--- src/rtl/ws2812_rx.sv ---
// WS2812 single-wire receiver: decodes pixels, frame gaps and protocol errors.
// Optional `WS2812_RX_STATS_EN adds a saturating 16-bit err_count output.
module ws2812_rx #(
  parameter int BITS_PER_PIXEL = 24,
  parameter int PX_COUNT_WIDTH = 6,
  parameter int T_MIN_HIGH     = 15,
  parameter int T_THRESH       = 60,
  parameter int T_MAX_HIGH     = 120,
  parameter int T_MAX_LOW      = 1000,
  parameter int T_RESET        = 5000
) (
  input  logic                      clk,
  input  logic                      rst,
  input  logic                      din,
  output logic [BITS_PER_PIXEL-1:0] pixel,
  output logic                      pixel_valid,
  output logic [PX_COUNT_WIDTH-1:0] px_index,
  output logic                      frame_done,
  output logic [PX_COUNT_WIDTH-1:0] frame_px_count,
  output logic                      err
`ifdef WS2812_RX_STATS_EN
  ,
  output logic [15:0]               err_count
`endif
);

  localparam int CW = $clog2(T_RESET + 1);
  localparam int BW = $clog2(BITS_PER_PIXEL + 1);

  localparam logic [CW-1:0] C_MIN_HIGH = CW'(T_MIN_HIGH);
  localparam logic [CW-1:0] C_THRESH   = CW'(T_THRESH);
  localparam logic [CW-1:0] C_MAX_HIGH = CW'(T_MAX_HIGH);
  localparam logic [CW-1:0] C_MAX_LOW  = CW'(T_MAX_LOW);
  localparam logic [CW-1:0] C_RESET    = CW'(T_RESET);
  localparam logic [BW-1:0] C_LAST_BIT = BW'(BITS_PER_PIXEL - 1);

  localparam logic [1:0] S_SYNC  = 2'd0;
  localparam logic [1:0] S_READY = 2'd1;
  localparam logic [1:0] S_HIGH  = 2'd2;
  localparam logic [1:0] S_LOW   = 2'd3;

  logic                      din_meta;
  logic                      din_s;
  logic                      din_d;
  logic [CW-1:0]             cnt;
  logic [1:0]                state;
  logic [BW-1:0]             bit_cnt;
  logic [PX_COUNT_WIDTH-1:0] px_cnt;
  logic [BITS_PER_PIXEL-2:0] shift;
  logic                      rise;
  logic                      fall;
  logic                      bit_val;

  assign rise    = din_s & ~din_d;
  assign fall    = ~din_s & din_d;
  assign bit_val = (cnt >= C_THRESH);

  // Two-flop synchronizer plus one delayed copy for edge detection.
  always_ff @(posedge clk or posedge rst) begin
    if (rst) begin
      din_meta <= 1'b0;
      din_s    <= 1'b0;
      din_d    <= 1'b0;
    end else begin
      din_meta <= din;
      din_s    <= din_meta;
      din_d    <= din_s;
    end
  end

  // Level-time counter: restarts on any edge, saturates at the reset-gap length.
  always_ff @(posedge clk or posedge rst) begin
    if (rst) begin
      cnt <= '0;
    end else if (rise || fall) begin
      cnt <= '0;
    end else if (cnt != C_RESET) begin
      cnt <= cnt + 1'b1;
    end else begin
      cnt <= cnt;
    end
  end

  // Protocol FSM with registered pixel, frame and error strobes.
  always_ff @(posedge clk or posedge rst) begin
    if (rst) begin
      state          <= S_SYNC;
      bit_cnt        <= '0;
      px_cnt         <= '0;
      shift          <= '0;
      pixel          <= '0;
      pixel_valid    <= 1'b0;
      px_index       <= '0;
      frame_done     <= 1'b0;
      frame_px_count <= '0;
      err            <= 1'b0;
    end else begin
      pixel_valid <= 1'b0;
      frame_done  <= 1'b0;
      err         <= 1'b0;
      case (state)
        S_SYNC: begin
          // din_d low excludes the falling-edge cycle, where cnt still holds a saturated high time.
          if (!din_s && !din_d && cnt == C_RESET) begin
            state   <= S_READY;
            bit_cnt <= '0;
            px_cnt  <= '0;
          end
        end
        S_READY: begin
          if (rise) begin
            state <= S_HIGH;
          end
        end
        S_HIGH: begin
          if (cnt >= C_MAX_HIGH) begin
            err   <= 1'b1;
            state <= S_SYNC;
          end else if (fall) begin
            if (cnt < C_MIN_HIGH) begin
              err   <= 1'b1;
              state <= S_SYNC;
            end else begin
              state <= S_LOW;
              shift <= {shift[BITS_PER_PIXEL-3:0], bit_val};
              if (bit_cnt == C_LAST_BIT) begin
                pixel       <= {shift, bit_val};
                px_index    <= px_cnt;
                pixel_valid <= 1'b1;
                px_cnt      <= px_cnt + 1'b1;
                bit_cnt     <= '0;
              end else begin
                bit_cnt <= bit_cnt + 1'b1;
              end
            end
          end
        end
        S_LOW: begin
          if (rise) begin
            if (cnt < C_MAX_LOW) begin
              state <= S_HIGH;
            end else begin
              err   <= 1'b1;
              state <= S_SYNC;
            end
          end else if (cnt == C_RESET) begin
            state   <= S_READY;
            bit_cnt <= '0;
            px_cnt  <= '0;
            if (bit_cnt != '0) begin
              err <= 1'b1;
            end else begin
              frame_done     <= 1'b1;
              frame_px_count <= px_cnt;
            end
          end
        end
        default: begin
          state <= S_SYNC;
        end
      endcase
    end
  end

`ifdef WS2812_RX_STATS_EN
  // Saturating error counter, cleared only by rst.
  always_ff @(posedge clk or posedge rst) begin
    if (rst) begin
      err_count <= 16'h0000;
    end else if (err && err_count != 16'hFFFF) begin
      err_count <= err_count + 16'h0001;
    end else begin
      err_count <= err_count;
    end
  end
`endif

endmodule

--- config.mk ---
export PLATFORM = sky130hd
export DESIGN_NAME = ws2812_rx
export DESIGN_NICKNAME = d
export VERILOG_FILES = /design/src/rtl/ws2812_rx.sv
export SDC_FILE = /design/constraint.sdc
export NUM_CORES = 1
export LEC_CHECK = 0
export ABC_AREA = 1
export BUFFER_PORTS_ARGS = -buffer_cell sky130_fd_sc_hd__buf_2
export CORE_AREA = 3 3 111 86
export CTS_CLUSTER_DIAMETER = 80
export DETAILED_ROUTE_END_ITERATION = 12
export DIE_AREA = 0 0 114 89
export GPL_ROUTABILITY_DRIVEN = 1
export HOLD_SLACK_MARGIN = 0.05
export PLACE_DENSITY = 0.74
export SYNTH_ARGS = -nofsm -noshare
export SYNTH_HDL_FRONTEND = slang
export SYNTH_SLANG_ARGS = --single-unit
export TNS_END_PERCENT = 1
--- constraint.sdc ---
create_clock -name clk -period 3.8 [get_ports clk]
set_input_delay 0.76 -clock clk [delete_from_list [all_inputs] [get_ports clk]]
set_output_delay 0.76 -clock clk [all_outputs]
set_load 0.02 [all_outputs]
---- Word-level counts from Yosys, hierarchy flattened ----
Index checks and enable logic that the tools add are counted.
operators by class
  add/sub/neg operators ................... 3
  magnitude comparators ................... 4
  eq/ne operators ......................... 16
  multiplexer cells ....................... 44
  bitwise gates (word level) .............. 8
  reductions and logical operators ........ 15
operators with widths
  operator                                                                              count
  6-bit 2-to-1 mux                                                                      7
  5-bit 2-to-1 mux                                                                      7
  13-bit 2-to-1 mux                                                                     2
  6-bit case mux with 3 select lines                                                    1
  1-bit 2-to-1 mux                                                                      16
  2-bit 2-to-1 mux                                                                      8
  2-bit != test, second input constant                                                  8
  5-bit case mux with 3 select lines                                                    1
  13-bit by 1-bit adder with 13-bit output, second input constant                       1
  13-bit equality test, second input constant                                           1
  13-bit by 6-bit greater-or-equal comparator with 1-bit output, second input constant  1
  13-bit by 7-bit greater-or-equal comparator with 1-bit output, second input constant  1
  13-bit by 10-bit < comparator with 1-bit output, second input constant                1
  13-bit by 4-bit < comparator with 1-bit output, second input constant                 1
  13-bit != test, second input constant                                                 1
  4-bit AND reduction                                                                   3
  2-bit case mux with 4 select lines                                                    1
  8-bit AND reduction                                                                   1
  7-bit AND reduction                                                                   1
  6-bit by 1-bit adder with 6-bit output, second input constant                         1
  3-bit != test, second input constant                                                  2
  1-bit NOT                                                                             6
  5-bit by 1-bit adder with 5-bit output, second input constant                         1
  5-bit equality test, second input constant                                            1
  other kinds (12)                                                                      16
word-level totals
  register bits after elaboration ......... 91
  output and inout bits ................... 39
  logic and storage cells ................. 104

---- Logic depth before layout (Yosys ltp) ----
Gate-level depths: netlist (run 1).
  word-level depth ........................ 6
  gate-level depth with buffers ........... 12
  gate-level depth less buffers ........... 11

---- Worst setup path before layout (run 1) ----
No wires, ideal clock.
  kind .................................... register -> register
  start ................................... register state[0]
  end ..................................... register px_cnt[5]
  arrival time ............................ 1.572 ns
  data required time ...................... 3.679 ns
  slack ................................... 2.106 ns
  stages on the path, launching flop included .. 9
  path buffers ............................ 1
  period minus slack after synthesis ...... 1.694 ns
  cells stage by stage .................... dfrtp_1 inv_1 ha_1 clkbuf_1 o21ai_0 nand3_1 inv_1 nand3_1 nand2_1
between the ends
  longest elaborated chain between the ends .. 3
  elaborated cells between the ends (all ways) .. 13
  classes of those cells .................. eq/ne: 9; mux: 1; reduce/logical: 3
ends and longest elaborated chain
  item                                                                  RTL line  source
  start: declaration                                                    46        logic [1:0] state;
  start signal: assignment                                              87        state <= S_SYNC;
  start signal: assignment                                              105       state <= S_READY;
  start signal: assignment                                              112       state <= S_HIGH;
  2-bit equality test or 2-bit logical NOT (tied branches)              101       case (state)
  2-bit != test (no source line) or 3-bit nonzero test (tied branches)  --
  8-bit AND reduction (no source line)                                  --
  end signal: assignment                                                130       px_cnt <= px_cnt + 1'b1;
  end: declaration                                                      48        logic [PX_COUNT_WIDTH-1:0] px_cnt;
Parallel ways exist; a longest one is shown, timed or not.
A chain may end at the register's enable or synchronous reset.

---- Final worst setup path (run 1) ----
  start ................................... register state[0]
  end ..................................... register pixel[1]
between the ends
  longest elaborated chain between the ends .. 2
ends and longest elaborated chain
  item                                  RTL line  source
  2-bit equality test                   101
  5-bit AND reduction (no source line)  --
  end signal: assignment                127       pixel <= {shift, bit_val};
  end: declaration                      15        output logic [BITS_PER_PIXEL-1:0] pixel,
No other way between the ends.

==> flow_summary.toml, run 1 <==
[status]
status = "complete, no violations"

[global_routing]
grt_pass1_wl_um = 14100
antenna_found_initial = 0
overflow = 0
grtUsageTotal_pct = 17.5
grt_max_degree = 60
grt_pass1_vias = 2925

[floorplan]
coreArea_um2 = 8490
dieHeight_um = 89
dieWidth_um = 114
start_util_pct = 49.9
num_rows = 29
design.die.area_um2 = 10100
io-pin-count = 42

[sta]
finalSetupTns_ns = 0
worst_pin_slew_ns = 0.980
min_period_ns = 2.79
finalCritPeriodShare_pct = 73.5
timing.final.ws_setup_ns = 1.01
hold_viol = 0
relSlewSlack_pct = 34.4
maxSlewViolCount = 0
finalSetupViolations = 0
whs_ns = 0.353
fin_skew_ns = 0.00714
rsz0062_at_grt = "no"
timing.fmax_mhz = 358

[clock_tree]
cts_buffer_depth = 2
cts_setup_buffers = 0
cts-root-buf = "clkbuf_16"
clkSinkCount = 91
clk_latency_ns = 0.34
holdBufCountCts = 0
htreeDepth = 3
path_clk_slew_ns = 0.06
cts_tree = "built"
cts-buffers-inserted = 9
cts_resized = 0

[drt]
post_drt_via_cell_ratio = 5.08
ant_nets = 0
drcViolationCount = 0
drt-pass1-iter-count = 5
wire_per_inst_um = 12.8
drt-initial-drc-count = 299
num_vias = 3323
wl_um = 8380

[placed_design]
gp_congestion = 0.878
io_buffers = 41
place_ws_ns = 1.03
dp_hpwl_um = 5840

[worst_setup_path]
slowest_delay_ns = 0.67
crit_type = "reg -> reg"
r2r_setup_slack_ns = 1.01
r2r_end = "pixel[1]"
arrival_ns = 3.06
r2r_cells = 8
end_kind = "flop"
start_kind = "flop"
crit_chain = "inv_1 > ha_1 > nand3_4 > nor2_8 > nand2_2 > inv_1 > nand2_1 > nand2_1"
r2r_start = "state[0]"
cp_max_fo = 59
cp_slowest_cell = "nand2_2"
crit_required_ns = 4.07

[power]
ir_worst_vdd_mv = 0.265
leakagePower_uw = 0.00240
power_density_nw_per_um2 = 389

[cells_and_area]
area_growth_pct = 12.9
final_common_cell = "nand2_1"
antennaDiodeCount = 0
layout-drive-gt1-share_pct = 12.3
final_cell_mix = "nand2_1 (135), dfrtp_1 (91), inv_1 (66)"
final_nets = 557
fin_util_pct = 56.4

[hold_path]
hold_depth = 0
min_from = "din_meta"
holdPathEnd = "din_s"
hp-class = "reg -> reg"

[synthesis]
syn_avg_cell_area_um2 = 8.45
syn_inst = 502
netlist_area_um2 = 4240
yosysSeqAreaShare_pct = 53.7
synth_seq_cells = 91
syn-num-nets = 518
yosysUniqueCellTypes = 24
synth_warnings = 0

[job]
cap_violations = 0
-- worst max-delay path by stage --
stage	start	end	slack (ns)	depth (start not counted)
finish	state[0]	pixel[1]	1.01	8
global route	state[0]	pixel[4]	0.66	7
CTS	state[0]	pixel[1]	1.0	8
detailed placement	state[0]	pixel[1]	1.03	8
global placement	state[0]	pixel[4]	1.15	6
floorplan	rst	bit_cnt[0]	0.68	1
-- metrics by stage --
stage               power, uW  cells  cell area [um2]
CTS                      1890    654             4790
global route             1930    654             4790
floorplan                1040    502             4240
finish                   1860    654             4790
detailed placement       1050    638             4510
global placement         1050    638             4510
-- synthesized netlist by cell type --
master	number	area, um2
a21oi_1	15	75.1
buf_2	7	35.0
buf_6	3	33.8
clkbuf_1	5	18.8
dfrtp_1	91	2280
ha_1	13	163
inv_1	67	251
nand2_1	135	507
nand2_2	1	6.26
nand3_1	28	140
nand3_2	1	10.0
nand3_4	1	17.5
nand3b_1	3	22.5
nand4_1	2	12.5
nor2_1	32	120
nor2_4	2	22.5
nor2_8	1	20.0
nor3_1	10	50.1
nor3_2	1	10.0
nor4_1	1	6.26
o21ai_0	46	230
o21ai_1	28	140
o21bai_1	6	45.0
xor2_1	3	26.3
-- where the power goes --
| part | internal, uW | switching, uW | total, uW |
|---|---|---|---|
| Sequential | 975 | 6.96 | 982 |
| Clock | 461 | 371 | 831 |
| Combinational | 12.4 | 36.6 | 49.0 |
-- worst max-delay path, delay by kind of cell, from the launching register on --
kind,cells,cell delay (ns)
simple gates,5,1.43
fa+ha+maj,1,0.45
flops,1,0.43
buf+inv,2,0.39
-- kinds of logic (layout without fill, tap and decap cells) --
family | count (synthesis) | in the layout | share of synthesized area [%]
AO/OA/AOI/OAI | 95 | 95 | 11.6
flip-flops | 91 | 91 | 53.7
AND/OR/NAND/NOR | 218 | 218 | 22.3
XOR/XNOR | 3 | 3 | 0.620
adder cells (fa/ha/maj) | 13 | 13 | 3.84
buffers and inverters | 82 | 126 | 8.00
-- flip-flops by register name, summed over array words and instances (netlist names) --
signal / count
state: 2
err: 1
din_s: 1
bit_cnt: 5
shift: 23
din_meta: 1
px_cnt: 6
pixel_valid: 1
pixel: 24
frame_done: 1
px_index: 6
cnt: 13
din_d: 1
frame_px_count: 6
-- routing by layer --
metal  vias up  track usage (%)  wire length, um
met4         0             5.07              123
met5         -                0                0
met3        14             3.72              416
met1      1542             25.4             4070
li1       1677                -                -
met2        90             26.9             3770
-- cell type report --
cell class | instances | area [um2]
inverters | 67 | 253
clock buffers | 10 | 239
repair buffers | 43 | 220
clock inverters | 6 | 40.0
flip-flops and latches | 91 | 2280
fillers | 783 | 3700
multi-input cells | 329 | 1620
well taps | 108 | 135
No activity file was read; power rests on OpenSTA's default activity.
==> run 2, diff against run 1 <==
- clock period: 3.8 -> 2.7 ns (I/O delays scaled with it)
==> flow_summary.toml, run 2 (synthesis results as in run 1) <==
[status]
status = "complete, no violations"

[sta]
rsz0062_at_grt = "no"
hold_viol = 0
worst_pin_slew_ns = 0.477
timing.fmax_mhz = 510
finalSetupViolations = 0
timing.final.ws_setup_ns = 0.738
fin_skew_ns = 0.00747
whs_ns = 0.304
finalSetupTns_ns = 0
finalCritPeriodShare_pct = 72.7
min_period_ns = 1.96
relSlewSlack_pct = 68.2
maxSlewViolCount = 0

[power]
power_density_nw_per_um2 = 545
p_sw_uw = 615
switching_share_pct = 23.2
leakagePower_uw = 0.00242
power.internal_uw = 2030
ir_worst_vdd_mv = 0.519
pwr-share-seq_pct = 52.2
p_clk_share_pct = 45.1
p_comb_share_pct = 2.7

[cells_and_area]
design_area_um2 = 4850
antennaDiodeCount = 0
fin_util_pct = 57.2
layout-drive-gt1-share_pct = 12.9
largest_reg_flops = 24
area_growth_pct = 14.5
final_nets = 561
largest_register = "pixel"
reg.largest.list = "pixel x24, shift x23, cnt x13"
final_cell_mix = "nand2_1 (135), dfrtp_1 (91), inv_1 (66)"
final_common_cell = "nand2_1"

[placed_design]
gp_congestion = 0.916
dpl-instance-area_um2 = 4570
io_buffers = 41
dp_hpwl_um = 5720
place_ws_ns = 0.727

[worst_setup_path]
cp_max_fo = 24
crit_required_ns = 2.92
crit_type = "reg -> reg"
start_kind = "flop"
end_kind = "flop"
r2r_setup_slack_ns = 0.74
arrival_ns = 2.18

[drt]
wl_um = 8260
drt-pass1-iter-count = 4
post_drt_via_cell_ratio = 4.96
ant_nets = 0
num_vias = 3263
drt-initial-drc-count = 243
drcViolationCount = 0
wire_per_inst_um = 12.6

[clock_tree]
path_clk_slew_ns = 0.06
cts-root-buf = "clkbuf_16"
clkSinkCount = 91
cts_buffer_depth = 2
cts_resized = 0
cts_tree = "built"
htreeDepth = 3
clk_latency_ns = 0.34
cts-buffers-inserted = 9
cts_setup_buffers = 0
holdBufCountCts = 0

[floorplan]
coreArea_um2 = 8490
num_rows = 29
start_util_pct = 49.9
dieHeight_um = 89
dieWidth_um = 114
design.die.area_um2 = 10100
io-pin-count = 42

[global_routing]
grt_pass1_wl_um = 14100
antenna_found_initial = 0
grtUsageTotal_pct = 17.4
overflow = 0
grt_max_degree = 92
grt_pass1_vias = 3098

[hold_path]
hp-class = "in -> reg"

[job]
cap_violations = 0
==> run 2: changes by cell type in the layout (fill, tap and decap cells not counted), sizes merged <==
cell	change
clkbuf	-1
clkinv	-5
clkinvlp	+4
buf	+4
inv	+2
==> run 2: final cells by class <==
type | count | area (um2)
flip-flops and latches | 91 | 2280
fillers | 770 | 3640
repair buffers | 47 | 275
clock buffers | 9 | 225
clock inverters | 7 | 61.3
inverters | 67 | 255
well taps | 108 | 135
multi-input cells | 329 | 1620
==> run 2: through the flow <==
stage,power [uW],instances
6_report,2650,658
3_5_place_dp,1480,642
2_1_floorplan,1460,502
3_3_place_gp,1480,642
5_1_grt,2750,658
4_1_cts,2680,658
==> run 2: path summary, 6_finish.rpt <==
kind	startpoint	endpoint	cells after the start
min	din	din_meta	1
max reg2reg	cnt[7]	pixel[14]	9
min reg2reg	din_meta	din_s	0
max	cnt[7]	pixel[14]	9
max in group asynchronous	rst	state[0]	3
min in group asynchronous	rst	pixel[17]	3
==> run 2: metal layers <==
layer  share of wire (%)  track usage [%]  wire length [um]  vias up
met2                  45             27.4              3750       60
met5                   0                0                 0        -
met3                 4.4             5.35               367        6
met4                 1.2             5.39                95        0
met1                  49             23.3              4050     1518
li1                    -                -                 -     1679
==> run 2: power by group through the flow <==
stage          combinational (uW)  clock (uW)  sequential (uW)
6_report                     71.3        1190             1380
3_3_place_gp                 71.8           0             1410
4_1_cts                      74.7        1230             1380
3_5_place_dp                 74.3           0             1410
5_1_grt                      83.8        1290             1380
2_1_floorplan                52.9           0             1410
==> run 2: worst max-delay path: stages, from the launching register on <==
cell     delay (ns)
dfrtp_1        0.49
nor2_4         0.16
nand3_2        0.12
nor2_4         0.14
nand3_4        0.13
nor2_8         0.10
nand2_2        0.27
buf_4          0.30
nand2_1        0.06
o21ai_1        0.05
==> run 3, diff against run 2 <==
- PLACE_DENSITY: 0.74 -> 0.77
- clock period: 2.7 -> 1.6 ns (I/O delays scaled with it)
==> flow_summary.toml, run 3 (synthesis results as in run 1) <==
[global_routing]
grt_pass1_vias = 3517
grtUsageTotal_pct = 19.9
grt_max_degree = 59
antenna_found_initial = 0
overflow = 0
grt_pass1_wl_um = 16100

[cells_and_area]
layout-drive-gt1-share_pct = 35.0
final_common_cell = "nand2_1"
largest_register = "pixel"
largest_reg_flops = 24
design_area_um2 = 5880
reg.largest.list = "pixel x24, shift x23, cnt x13"
area_growth_pct = 38.7
final_nets = 616
antennaDiodeCount = 0
final_cell_mix = "nand2_1 (104), dfrtp_1 (89), inv_1 (56)"

[power]
power_density_nw_per_um2 = 853
ir_worst_vdd_mv = 0.813
power_uw = 5020
leakagePower_uw = 0.00289

[drt]
wl_um = 10700
drcViolationCount = 0
drt-pass1-iter-count = 5
num_vias = 3769
wire_per_inst_um = 15.0
post_drt_via_cell_ratio = 5.29
ant_nets = 0
drt-initial-drc-count = 348

[clock_tree]
path_clk_slew_ns = 0.07
cts-root-buf = "clkbuf_16"
htreeDepth = 3
cts_buffer_depth = 2
clkSinkCount = 91
cts-buffers-inserted = 9
clk_latency_ns = 0.35
cts_tree = "built"

[worst_setup_path]
start_kind = "flop"
r2r_setup_slack_ns = -0.06
crit_type = "reg -> reg"
r2r_end = "err"
r2r_cells = 10
arrival_ns = 1.89
crit_required_ns = 1.83
cp_max_fo = 3
end_kind = "flop"
r2r_start = "bit_cnt[1]"

[floorplan]
io-pin-count = 42
num_rows = 29
dieHeight_um = 89
design.die.area_um2 = 10100
coreArea_um2 = 8490
start_util_pct = 49.9
dieWidth_um = 114

[status]
violations = "negative setup slack"
status = "complete, but fails checks"

[hold_path]
min_from = "din"
hold_depth = 1
holdPathEnd = "din_meta"
hp-class = "in -> reg"

[placed_design]
dp_hpwl_um = 6370
gp_congestion = 0.862
dpl-instance-area_um2 = 4870
io_buffers = 41

[sta]
finalCritPeriodShare_pct = 103
fin_skew_ns = 0.00987
hold_viol = 0
rsz0062_at_grt = "yes"
timing.fmax_mhz = 604
relSlewSlack_pct = 80.0
maxSlewViolCount = 0
worst_pin_slew_ns = 0.301
min_period_ns = 1.66
finalSetupViolations = 11
timing.final.ws_setup_ns = -0.0553

[job]
cap_violations = 0
## run 3: changes by cell type in the layout (fill, tap and decap cells not counted), moves of 8 or more
cell | before | now
nor2_1 | 32 | 17
nand2_1 | 135 | 104
inv_1 | 66 | 56
nor2_2 | 0 | 8
nand3_1 | 28 | 20
o21ai_2 | 0 | 10
buf_4 | 4 | 44
inv_2 | 0 | 8
o21ai_0 | 46 | 32
nand2_2 | 1 | 25
## run 3: routing by layer
metal / wire, um / GRT usage, % / vias to the layer above
met4: 176 / 6.36 / 0
met3: 657 / 5.55 / 18
li1: - / - / 1811
met2: 5320 / 32.5 / 120
met5: 0 / 0 / -
met1: 4570 / 26.2 / 1820
## run 3: timing repair
item | CTS | global route
gates cloned | 2 | 2
endpoints found under the setup margin | 50 | 81
pin swaps | 16 | 29
resized for setup | 25 | 114
setup buffers | 6 | 8
hold buffers | 1 | 0
hold endpoints to repair | 9 | 0
## run 3: per-stage QoR
| stage | worst slack [ns] | instances | setup TNS, ns | hold slack (ns) | utilization (%) |
|---|---|---|---|---|---|
| finish | -0.0553 | 713 | -0.183 | 0.0920 | 69.3 |
| global route | -0.168 | 713 | -4.30 | 0.0799 | 69.3 |
| CTS | -0.0599 | 703 | -1.27 | 0.0836 | 63.4 |
| detailed placement | -0.183 | 678 | -3.62 | 0.341 | 57.4 |
| global placement | -0.0716 | 678 | -1.28 | 0.333 | 57.4 |
| floorplan | -0.0938 | 502 | -0.912 | 0.331 | - |
## run 3: layout make-up
type | instances | area, um2
Inverter | 67 | 264
Multi-Input combinational cell | 329 | 2030
Timing Repair Buffer | 102 | 822
Tap cell | 108 | 135
Clock buffer | 9 | 225
Sequential cell | 91 | 2280
Clock inverter | 7 | 121
Fill cell | 614 | 2610
## run 3: critical path, cell delays in order (launching register included)
cell and delay, ns:
dfrtp_1 0.41, buf_4 0.15, buf_4 0.13, inv_1 0.05, ha_1 0.15, nand2_1 0.09
nor3_4 0.19, buf_4 0.15, nor3_1 0.05, nor2_1 0.10, nand2_1 0.07
## run 3: where the power goes
group          switching, uW  total, uW  internal (uW)
combinational            132        235            103
sequential              14.2       2330           2320
clock                    910       2450           1540
## run 3: worst max path at each step
stage | from | end | slack [ns]
after floorplan | state[0] | px_cnt[5] | -0.09
final | bit_cnt[1] | err | -0.06
after global placement | cnt[1] | px_cnt[2] | -0.07
after CTS | cnt[10] | pixel[12] | -0.06
after global routing | cnt[4] | px_cnt[2] | -0.17
after detailed placement | cnt[1] | frame_px_count[0] | -0.18
